File: config.mk
export PLATFORM = sky130hd
export DESIGN_NAME = fft_butterfly_pipe
export DESIGN_NICKNAME = d
export VERILOG_FILES = /design/src/rtl/fft_butterfly_pipe.sv
export SDC_FILE = /design/constraint.sdc
export NUM_CORES = 2
export LEC_CHECK = 0
export ABC_CLOCK_PERIOD_IN_PS = 10500
export BUFFER_PORTS_ARGS = -buffer_cell sky130_fd_sc_hd__buf_4
export CAP_MARGIN = 20
export CORE_MARGIN = 2
export CORE_UTILIZATION = 65
export CTS_CLUSTER_DIAMETER = 200
export DETAILED_ROUTE_END_ITERATION = 8
export PLACE_DENSITY_LB_ADDON = 0.15
export SLEW_MARGIN = 20
export SYNTH_ARGS = -nofsm -noshare
export SYNTH_HDL_FRONTEND = slang
export SYNTH_SLANG_ARGS = --single-unit
File: constraint.sdc
create_clock -name clk -period 10.5 [get_ports clk]
set_clock_uncertainty 0.15 [all_clocks]
set_input_delay 0.525 -clock clk [delete_from_list [all_inputs] [get_ports clk]]
set_output_delay 0.525 -clock clk [all_outputs]
set_load 0.05 [all_outputs]
File: src/rtl/fft_butterfly_pipe.sv
// Three-stage radix-2 DIT butterfly for a 16-point in-place FFT: address gen + twiddle ROM,
// rounded complex product, then add/subtract. Optional macro BFLY_SCALE_EN halves results per stage.
module fft_butterfly_pipe #(
    parameter int DW = 16,
    parameter int AW = 4
) (
    input  logic          clk,
    input  logic          reset,
    input  logic          in_valid,
    input  logic [3:0]    in_stage,
    input  logic [AW-2:0] in_pair,
    input  logic [DW-1:0] in_a_re,
    input  logic [DW-1:0] in_a_im,
    input  logic [DW-1:0] in_b_re,
    input  logic [DW-1:0] in_b_im,
    output logic          out_valid,
    output logic [AW-1:0] out_addr_a,
    output logic [AW-1:0] out_addr_b,
    output logic [DW-1:0] out_x_re,
    output logic [DW-1:0] out_x_im,
    output logic [DW-1:0] out_y_re,
    output logic [DW-1:0] out_y_im,
    output logic          out_ovf,
    output logic          ovf_sticky,
    output logic          busy
);
    localparam int STAGES = 3;
    localparam int PW     = 2*DW + 1;
    localparam logic signed [PW-1:0] MAXV = PW'((2**(DW-1)) - 1);
    localparam logic signed [PW-1:0] MINV = PW'(-(2**(DW-1)));
    localparam logic signed [PW-1:0] RND  = PW'(2**(DW-2));

    // Returns {saturated, value}.
    function automatic logic [DW:0] sat(input logic signed [PW-1:0] v);
        if (v > MAXV)
            return {1'b1, MAXV[DW-1:0]};
        else if (v < MINV)
            return {1'b1, MINV[DW-1:0]};
        else
            return {1'b0, v[DW-1:0]};
    endfunction

    function automatic logic signed [DW-1:0] tw(input int v);
        return DW'(v);
    endfunction

    logic [STAGES:1] vld_pipe;
    logic            accept;

    assign accept    = in_valid && (int'(in_stage) < AW);
    assign out_valid = vld_pipe[STAGES];
    assign busy      = |vld_pipe;

    // ---------------- address generation and twiddle lookup ----------------
    logic [AW-1:0] h, j, grp, addr_a_c, addr_b_c;
    logic [3:0]    tw_sh;
    logic [AW-2:0] k_c;
    logic signed [DW-1:0] w_re_c, w_im_c;

    always_comb begin
        h        = AW'(1) << in_stage;
        j        = {1'b0, in_pair} & (h - AW'(1));
        grp      = {1'b0, in_pair} >> in_stage;
        addr_a_c = (grp << (in_stage + 4'd1)) + j;
        addr_b_c = addr_a_c + h;
        tw_sh    = 4'(AW-1) - in_stage;
        k_c      = (AW-1)'(j << tw_sh);
    end

    // W_k = cos(2*pi*k/16) - j*sin(2*pi*k/16), Q1.15 constants
    always_comb begin
        w_re_c = tw(32767);
        w_im_c = tw(0);
        case (int'(k_c))
            1: begin w_re_c = tw(30274);  w_im_c = tw(-12540); end
            2: begin w_re_c = tw(23170);  w_im_c = tw(-23170); end
            3: begin w_re_c = tw(12540);  w_im_c = tw(-30274); end
            4: begin w_re_c = tw(0);      w_im_c = tw(-32767); end
            5: begin w_re_c = tw(-12540); w_im_c = tw(-30274); end
            6: begin w_re_c = tw(-23170); w_im_c = tw(-23170); end
            7: begin w_re_c = tw(-30274); w_im_c = tw(-12540); end
            default: ;
        endcase
    end

    // ---------------- P1 -> P2: T = B*W, rounded half-up then saturated ----------------
    logic signed [DW-1:0] a_re1, a_im1, b_re1, b_im1, w_re1, w_im1;
    logic [AW-1:0]        aa1, ab1;
    logic signed [PW-1:0] br_x, bi_x, wr_x, wi_x, p_re, p_im;
    logic [DW:0]          t_re_s, t_im_s;

    always_comb begin
        br_x   = b_re1;
        bi_x   = b_im1;
        wr_x   = w_re1;
        wi_x   = w_im1;
        p_re   = (br_x*wr_x - bi_x*wi_x + RND) >>> (DW-1);
        p_im   = (br_x*wi_x + bi_x*wr_x + RND) >>> (DW-1);
        t_re_s = sat(p_re);
        t_im_s = sat(p_im);
    end

    // ---------------- P2 -> P3: X = A + T, Y = A - T ----------------
    logic signed [DW-1:0] a_re2, a_im2, t_re2, t_im2;
    logic [AW-1:0]        aa2, ab2;
    logic                 tovf2;
    logic signed [DW:0]   sx_re, sx_im, sy_re, sy_im;
    logic signed [DW-1:0] x_re_c, x_im_c, y_re_c, y_im_c;
    logic                 ovf_c;

`ifdef BFLY_SCALE_EN
    localparam logic signed [DW:0] ONE = 1;

    always_comb begin
        sx_re  = a_re2 + t_re2;
        sx_im  = a_im2 + t_im2;
        sy_re  = a_re2 - t_re2;
        sy_im  = a_im2 - t_im2;
        // halving the DW+1 sum always fits DW, so only T can saturate
        x_re_c = DW'((sx_re + ONE) >>> 1);
        x_im_c = DW'((sx_im + ONE) >>> 1);
        y_re_c = DW'((sy_re + ONE) >>> 1);
        y_im_c = DW'((sy_im + ONE) >>> 1);
        ovf_c  = tovf2;
    end
`else
    logic [DW:0] xr_s, xi_s, yr_s, yi_s;

    always_comb begin
        sx_re  = a_re2 + t_re2;
        sx_im  = a_im2 + t_im2;
        sy_re  = a_re2 - t_re2;
        sy_im  = a_im2 - t_im2;
        xr_s   = sat(sx_re);
        xi_s   = sat(sx_im);
        yr_s   = sat(sy_re);
        yi_s   = sat(sy_im);
        x_re_c = xr_s[DW-1:0];
        x_im_c = xi_s[DW-1:0];
        y_re_c = yr_s[DW-1:0];
        y_im_c = yi_s[DW-1:0];
        ovf_c  = tovf2 | xr_s[DW] | xi_s[DW] | yr_s[DW] | yi_s[DW];
    end
`endif

    // ---------------- pipeline registers ----------------
    always_ff @(posedge clk or posedge reset) begin
        if (reset) begin
            vld_pipe   <= '0;
            a_re1      <= '0; a_im1 <= '0; b_re1 <= '0; b_im1 <= '0;
            w_re1      <= '0; w_im1 <= '0; aa1   <= '0; ab1   <= '0;
            a_re2      <= '0; a_im2 <= '0; t_re2 <= '0; t_im2 <= '0;
            aa2        <= '0; ab2   <= '0; tovf2 <= 1'b0;
            out_addr_a <= '0; out_addr_b <= '0;
            out_x_re   <= '0; out_x_im   <= '0;
            out_y_re   <= '0; out_y_im   <= '0;
            out_ovf    <= 1'b0;
            ovf_sticky <= 1'b0;
        end else begin
            vld_pipe <= {vld_pipe[STAGES-1:1], accept};
            // data registers only move with a valid op, so outputs hold between results
            if (accept) begin
                a_re1 <= in_a_re;  a_im1 <= in_a_im;
                b_re1 <= in_b_re;  b_im1 <= in_b_im;
                w_re1 <= w_re_c;   w_im1 <= w_im_c;
                aa1   <= addr_a_c; ab1   <= addr_b_c;
            end
            if (vld_pipe[1]) begin
                a_re2 <= a_re1; a_im2 <= a_im1;
                t_re2 <= t_re_s[DW-1:0];
                t_im2 <= t_im_s[DW-1:0];
                tovf2 <= t_re_s[DW] | t_im_s[DW];
                aa2   <= aa1;   ab2   <= ab1;
            end
            if (vld_pipe[2]) begin
                out_addr_a <= aa2;    out_addr_b <= ab2;
                out_x_re   <= x_re_c; out_x_im   <= x_im_c;
                out_y_re   <= y_re_c; out_y_im   <= y_im_c;
            end
            out_ovf    <= vld_pipe[2] & ovf_c;
            ovf_sticky <= ovf_sticky | (vld_pipe[2] & ovf_c);
        end
    end

endmodule

Word-level counts from Yosys, hierarchy flattened
Index checks and enable logic that the tools add are counted.
- add/sub/neg operators: 13
- multipliers: 4
- div/mod/pow operators: 0
- magnitude comparators: 13
- eq/ne operators: 7
- shift operators: 4
- muxes and demuxes: 14
- bitwise operators: 8
- reductions and logical operators: 5
- operators with widths (cell ; number):
    $mux 17 ; 12
    $mul 16x16->32 ; 4
    $pmux 16 s7 ; 1
    $gt 17x16->1 const B ; 4
    $lt 17x16->1 const B ; 4
    $add 33x16->33 const B ; 2
    $pmux 16 s4 ; 1
    $gt 18x16->1 const B ; 2
    $lt 18x16->1 const B ; 2
    $add 16x16->17 ; 2
    $sub 16x16->17 ; 2
    $add 32x32->33 ; 1
    $sub 32x32->33 ; 1
    $eq 3x3->1 const B ; 4
    $add 4x4->4 ; 2
    $eq 3x2->1 const B ; 2
    $or 1x1->1 ; 6
    $reduce_or 2->1 ; 3
    $add 4x1->4 const B ; 1
    $and 3x4->4 ; 1
    $lt 4x3->1 const B ; 1
    $shl 1x4->4 const A ; 1
    $shl 4x4->3 ; 1
    $shl 4x4->4 ; 1
    other kinds (7) ; 7
- flip-flop bits (word level): 254
- latch bits: 0
- bits in writable memories: 0
- memory bits (read-only): 0
- input bits: 74
- output and inout bits: 76
- logic and storage cells: 92
- memories kept: 0

Depth between registers and ports, before layout
- word-level depth: 10
- mapped depth: 32
- depth with buffers taken out: 29

Least setup slack after synthesis
No wires, ideal clock.
- path type: register to register
- start: reg w_im1[5]
- end: reg t_re2[4]
- arrival: 8543 ps
- data required time: 10273 ps
- setup slack: 1729 ps
- stages on the path, launching flop included: 29
- path buffers: 2
- period minus slack after synthesis: 8771 ps
- cell sequence: dfrtp_1 -> clkbuf_1 -> nand2_1 -> inv_1 -> fa_1 -> inv_1 -> fa_1 -> inv_1 -> fa_1 -> inv_1 -> fa_1 -> fa_1 -> fa_1 -> fa_1 -> inv_1 -> fa_1 -> inv_1 -> ha_1 -> a222oi_1 -> nand2_1 -> a31oi_1 -> o22ai_1 -> o211a_1 -> o211a_1 -> or4_1 -> nand3_2 -> clkbuf_2 -> o21ai_0 -> a21oi_1
- longest elaborated chain between the ends: 6
- elaborated cells between the ends (all ways): 7
- those cells by class: add/sub (2); mul (1); order compare (2); mux (2)
- RTL lines (element ; line ; RTL):
    from (decl) ; 87 ; logic signed [DW-1:0] a_re1, a_im1, b_re1, b_im1, w_re1, w_im1;
    from (signal assigned) ; 165 ; w_re1 <= w_re_c; w_im1 <= w_im_c;
    $mul 16x16->32 * ; 97 ; p_re = (br_x*wr_x - bi_x*wi_x + RND) >>> (DW-1);
    $sub 32x32->33 * ; 97 ;
    $add 33x16->33 * ; 97 ;
    $lt 18x16->1 ; 37 ; else if (v < MINV)
    $mux 17 ; 37 ;
    $mux 17 * ; 35 ; if (v > MAXV)
    to (signal assigned) ; 170 ; t_re2 <= t_re_s[DW-1:0];
    to (decl) ; 104 ; logic signed [DW-1:0] a_re2, a_im2, t_re2, t_im2;
Every way passes the cells marked *; elsewhere a longest branch is shown, timed or not.
A chain may end at the register's enable or synchronous reset.

Worst setup path after layout
- start: reg w_im1[15]
- end: reg t_im2[3]
- longest elaborated chain between the ends: 6
- elaborated cells between the ends (all ways): 7
- those cells by class: add/sub (2); mul (1); order compare (2); mux (2)
- RTL lines (element ; line ; RTL):
    $mul 16x16->32 * ; 98 ; p_im = (br_x*wi_x + bi_x*wr_x + RND) >>> (DW-1);
    $add 32x32->33 * ; 98 ;
    $add 33x16->33 * ; 98 ;
    $lt 18x16->1 ; 37 ;
    $mux 17 ; 37 ;
    $mux 17 * ; 35 ;
    to (signal assigned) ; 171 ; t_im2 <= t_im_s[DW-1:0];
    to (decl) ; 104 ;
Marks and branches as above.

==> results.tsv <==
metric	value	unit
status	completed	
nets	6894	
fp.dieArea	80500	um^2
pin_count	150	
period_needed	9.50	ns
antenna_found_initial	4	
top_layer	met5	
crit_family	adder cells	
setup_viol	0	
relSlewSlack	25.3	%
wl_per_cell	20.8	um
worst_pin_slew	1.12	ns
first_pass_iters	5	
core_area	77500	um^2
syn-cell-area	50800	um^2
crit_required	10.88	ns
grt_setup_unrepaired	false	
root_buffer	clkbuf_16	
cts_max_path_buffers	3	
reg2regPathDepth	26	
drv_cap	0	
finalSetupTns	0	ns
crit-reg2reg-launch	w_im1[15]	
insertion_delay	0.63	ns
postCtsSetupBuffers	0	
crit_slowest_cell	dfrtp_1	
critPathLaunchType	flop	
crit_arrival	9.88	ns
min_period_over_period	90.5	%
drc	0	
synth_edf_count	0	
r2r_end	t_im2[3]	
crit_fanout	18	
fmax	0.105	GHz
cp-endpoint	t_im2[3]	
syn_area_per_cell	9.84	um^2
tritoncts	done	
syn2layout_area_growth	7.45	%
ys_ff_latch	243	
rows	102	
hold_path_class	primary input to flop	
start_util	65.6	%
worst-path-buf-inv	6	
met1_length	52800	um
ys.flop_type	dfrtp_1	
crit_path_frequent_cell	fa_1	
crit_cells	26	
cts_buffers	31	
path_class	flop to flop	
grt_pass1_vias	38400	
via_per_inst	5.48	
critPathMaxStageDelay	0.82	ns
die_h	284	um
dpl.hpwl	112000	um
drv_slew	0	
async_flop_share	100	%
grt_pass1_wl	211000	um
cp-startpoint	w_im1[15]	
met2_length	62100	um
cts_hold_buffers	59	
drt_iter0_markers	2413	
fin_ws	1.00	ns
gr-total-overflow	0	
cts_resized	0	
finalHoldViolations	0	
ant_nets	0	
yosysUniqueCellTypes	82	
clk_pin_slew	0.06	ns
cp-end-kind	flop	
syn-num-nets	6779	
wl_met3	11200	um
vias	34700	
drive_above_1_share	8.48	%
ys_warn_count	0	
post-route-cell-area	54600	um^2
synth_cells	5166	
ys_seq_area_share	12.0	%
fp.dieW	284	um
worst-r2r-setup-slack	1.00	ns
placed_cell_area	53000	um^2
place_congestion	0.970	
port_buffers	149	
pre_cts_slack	1.02	ns
cts_sinks	243	
routed_wl	132000	um
track_usage	34.3	%
h-tree-depth	1	
grt_max_degree	174	
state kept, by name (all words and copies together) (netlist names), 4 cells and up:
register and count:
out_addr_b 4, b_im1 16, out_y_im 16, b_re1 16, out_x_im 16, ab1 4, out_x_re 16, t_im2 16
w_im1 9, w_re1 12, t_re2 16, a_im1 16, a_im2 16, out_addr_a 4, a_re2 16, a_re1 16
out_y_re 16, aa1 4, ab2 4, aa2 4
routing by layer:
metal / track usage [%] / vias up
li1: - / 15500
met5: 0 / -
met4: 13.3 / 4
met3: 7.62 / 320
met2: 55.9 / 1248
met1: 45.2 / 17700
synthesized netlist by cell type (8+ instances only):
master	n	area [um^2]
inv_1	1451	5450
fa_1	1133	22700
ha_1	406	5080
nand2_1	392	1470
and2_1	311	1950
dfrtp_1	243	6080
clkbuf_1	172	646
mux2_2	142	1600
nor2_1	134	503
a21oi_1	129	646
xnor2_1	93	815
o21ai_0	87	435
nand2b_1	52	325
a21o_1	34	255
nor3_1	31	155
xor2_1	26	228
maj3_1	22	220
nor2b_1	22	138
o21bai_1	19	143
nand3_1	18	90.1
o21a_1	17	128
or3_1	15	93.8
o2bb2ai_1	14	123
a31oi_1	13	81.3
and3_1	13	81.3
a22o_1	12	105
a21oi_2	9	78.8
buf_1	9	33.8
o31ai_1	9	67.6
a211oi_1	8	60.1
a31o_2	8	70.1
buf_2	8	40.0
how the worst min path moves through the flow:
stage | from | to | slack [ns] | cells after the start
2_1_floorplan | vld_pipe[1] | vld_pipe[2] | 0.20 | 0
3_3_place_gp | aa1[1] | aa1[1] | 0.31 | 2
3_5_place_dp | out_x_re[6] | out_x_re[6] | 0.32 | 1
4_1_cts | in_a_re[10] | a_re1[10] | 0.001 | 2
5_1_grt | in_a_re[10] | a_re1[10] | 0.01 | 2
6_report | in_a_re[10] | a_re1[10] | 0.02 | 2
per-stage QoR:
| step | instances | utilization [%] | hold WS, ns |
|---|---|---|---|
| after detailed placement | 6228 | 68.5 | 0.324 |
| after floorplan | 5166 | - | 0.202 |
| final | 6345 | 70.5 | 0.0200 |
| after global placement | 6228 | 68.5 | 0.314 |
| after CTS | 6343 | 70.5 | 0.00143 |
| after global routing | 6344 | 70.5 | 0.00953 |
placed cells by master, fill, tap and decap left out, drive strengths merged, types with 8 or more instances in the layout:
cell type | Yosys | layout
a31oi | 13 | 13
and2 | 311 | 311
nor3 | 31 | 31
dfrtp | 243 | 243
nand2b | 52 | 52
maj3 | 22 | 22
a22o | 12 | 12
inv | 1452 | 1455
or3 | 15 | 15
fa | 1133 | 1133
nand2 | 394 | 394
buf | 20 | 217
clkbuf | 174 | 42
a211oi | 10 | 10
nor2b | 22 | 22
nor2 | 135 | 135
mux2 | 142 | 142
nand3 | 19 | 19
o21bai | 19 | 19
o21a | 17 | 17
a31o | 8 | 8
xnor2 | 95 | 95
and3 | 13 | 13
xor2 | 26 | 26
ha | 406 | 406
o21ai | 91 | 91
o31ai | 9 | 9
a21o | 34 | 34
a21oi | 138 | 138
dlygate4sd3 | 0 | 59
o2bb2ai | 14 | 14
cell families after synthesis:
family                   after synthesis  synth area share, %
adder cells (fa/ha/maj)             1561                 55.0
flip-flops                           243                 12.0
multiplexers                         148                 3.26
XOR/XNOR                             121                 2.11
AND/OR/NAND/NOR                     1022                 9.94
AO/OA/AOI/OAI                        422                 5.45
buffers and inverters               1649                 12.2
layout make-up:
| class | count | area [um^2] |
|---|---|---|
| Sequential cell | 243 | 6090 |
| Clock inverter | 14 | 150 |
| Inverter | 1455 | 5470 |
| Clock buffer | 42 | 837 |
| Multi-Input combinational cell | 3274 | 38500 |
| Timing Repair Buffer | 276 | 2240 |
| Antenna cell | 1 | 2.50 |
| Fill cell | 5990 | 22800 |
| Tap cell | 1040 | 1300 |
Power is not shown: default switching activity piles up to over one toggle a cycle in this logic, so the estimate is an artifact.
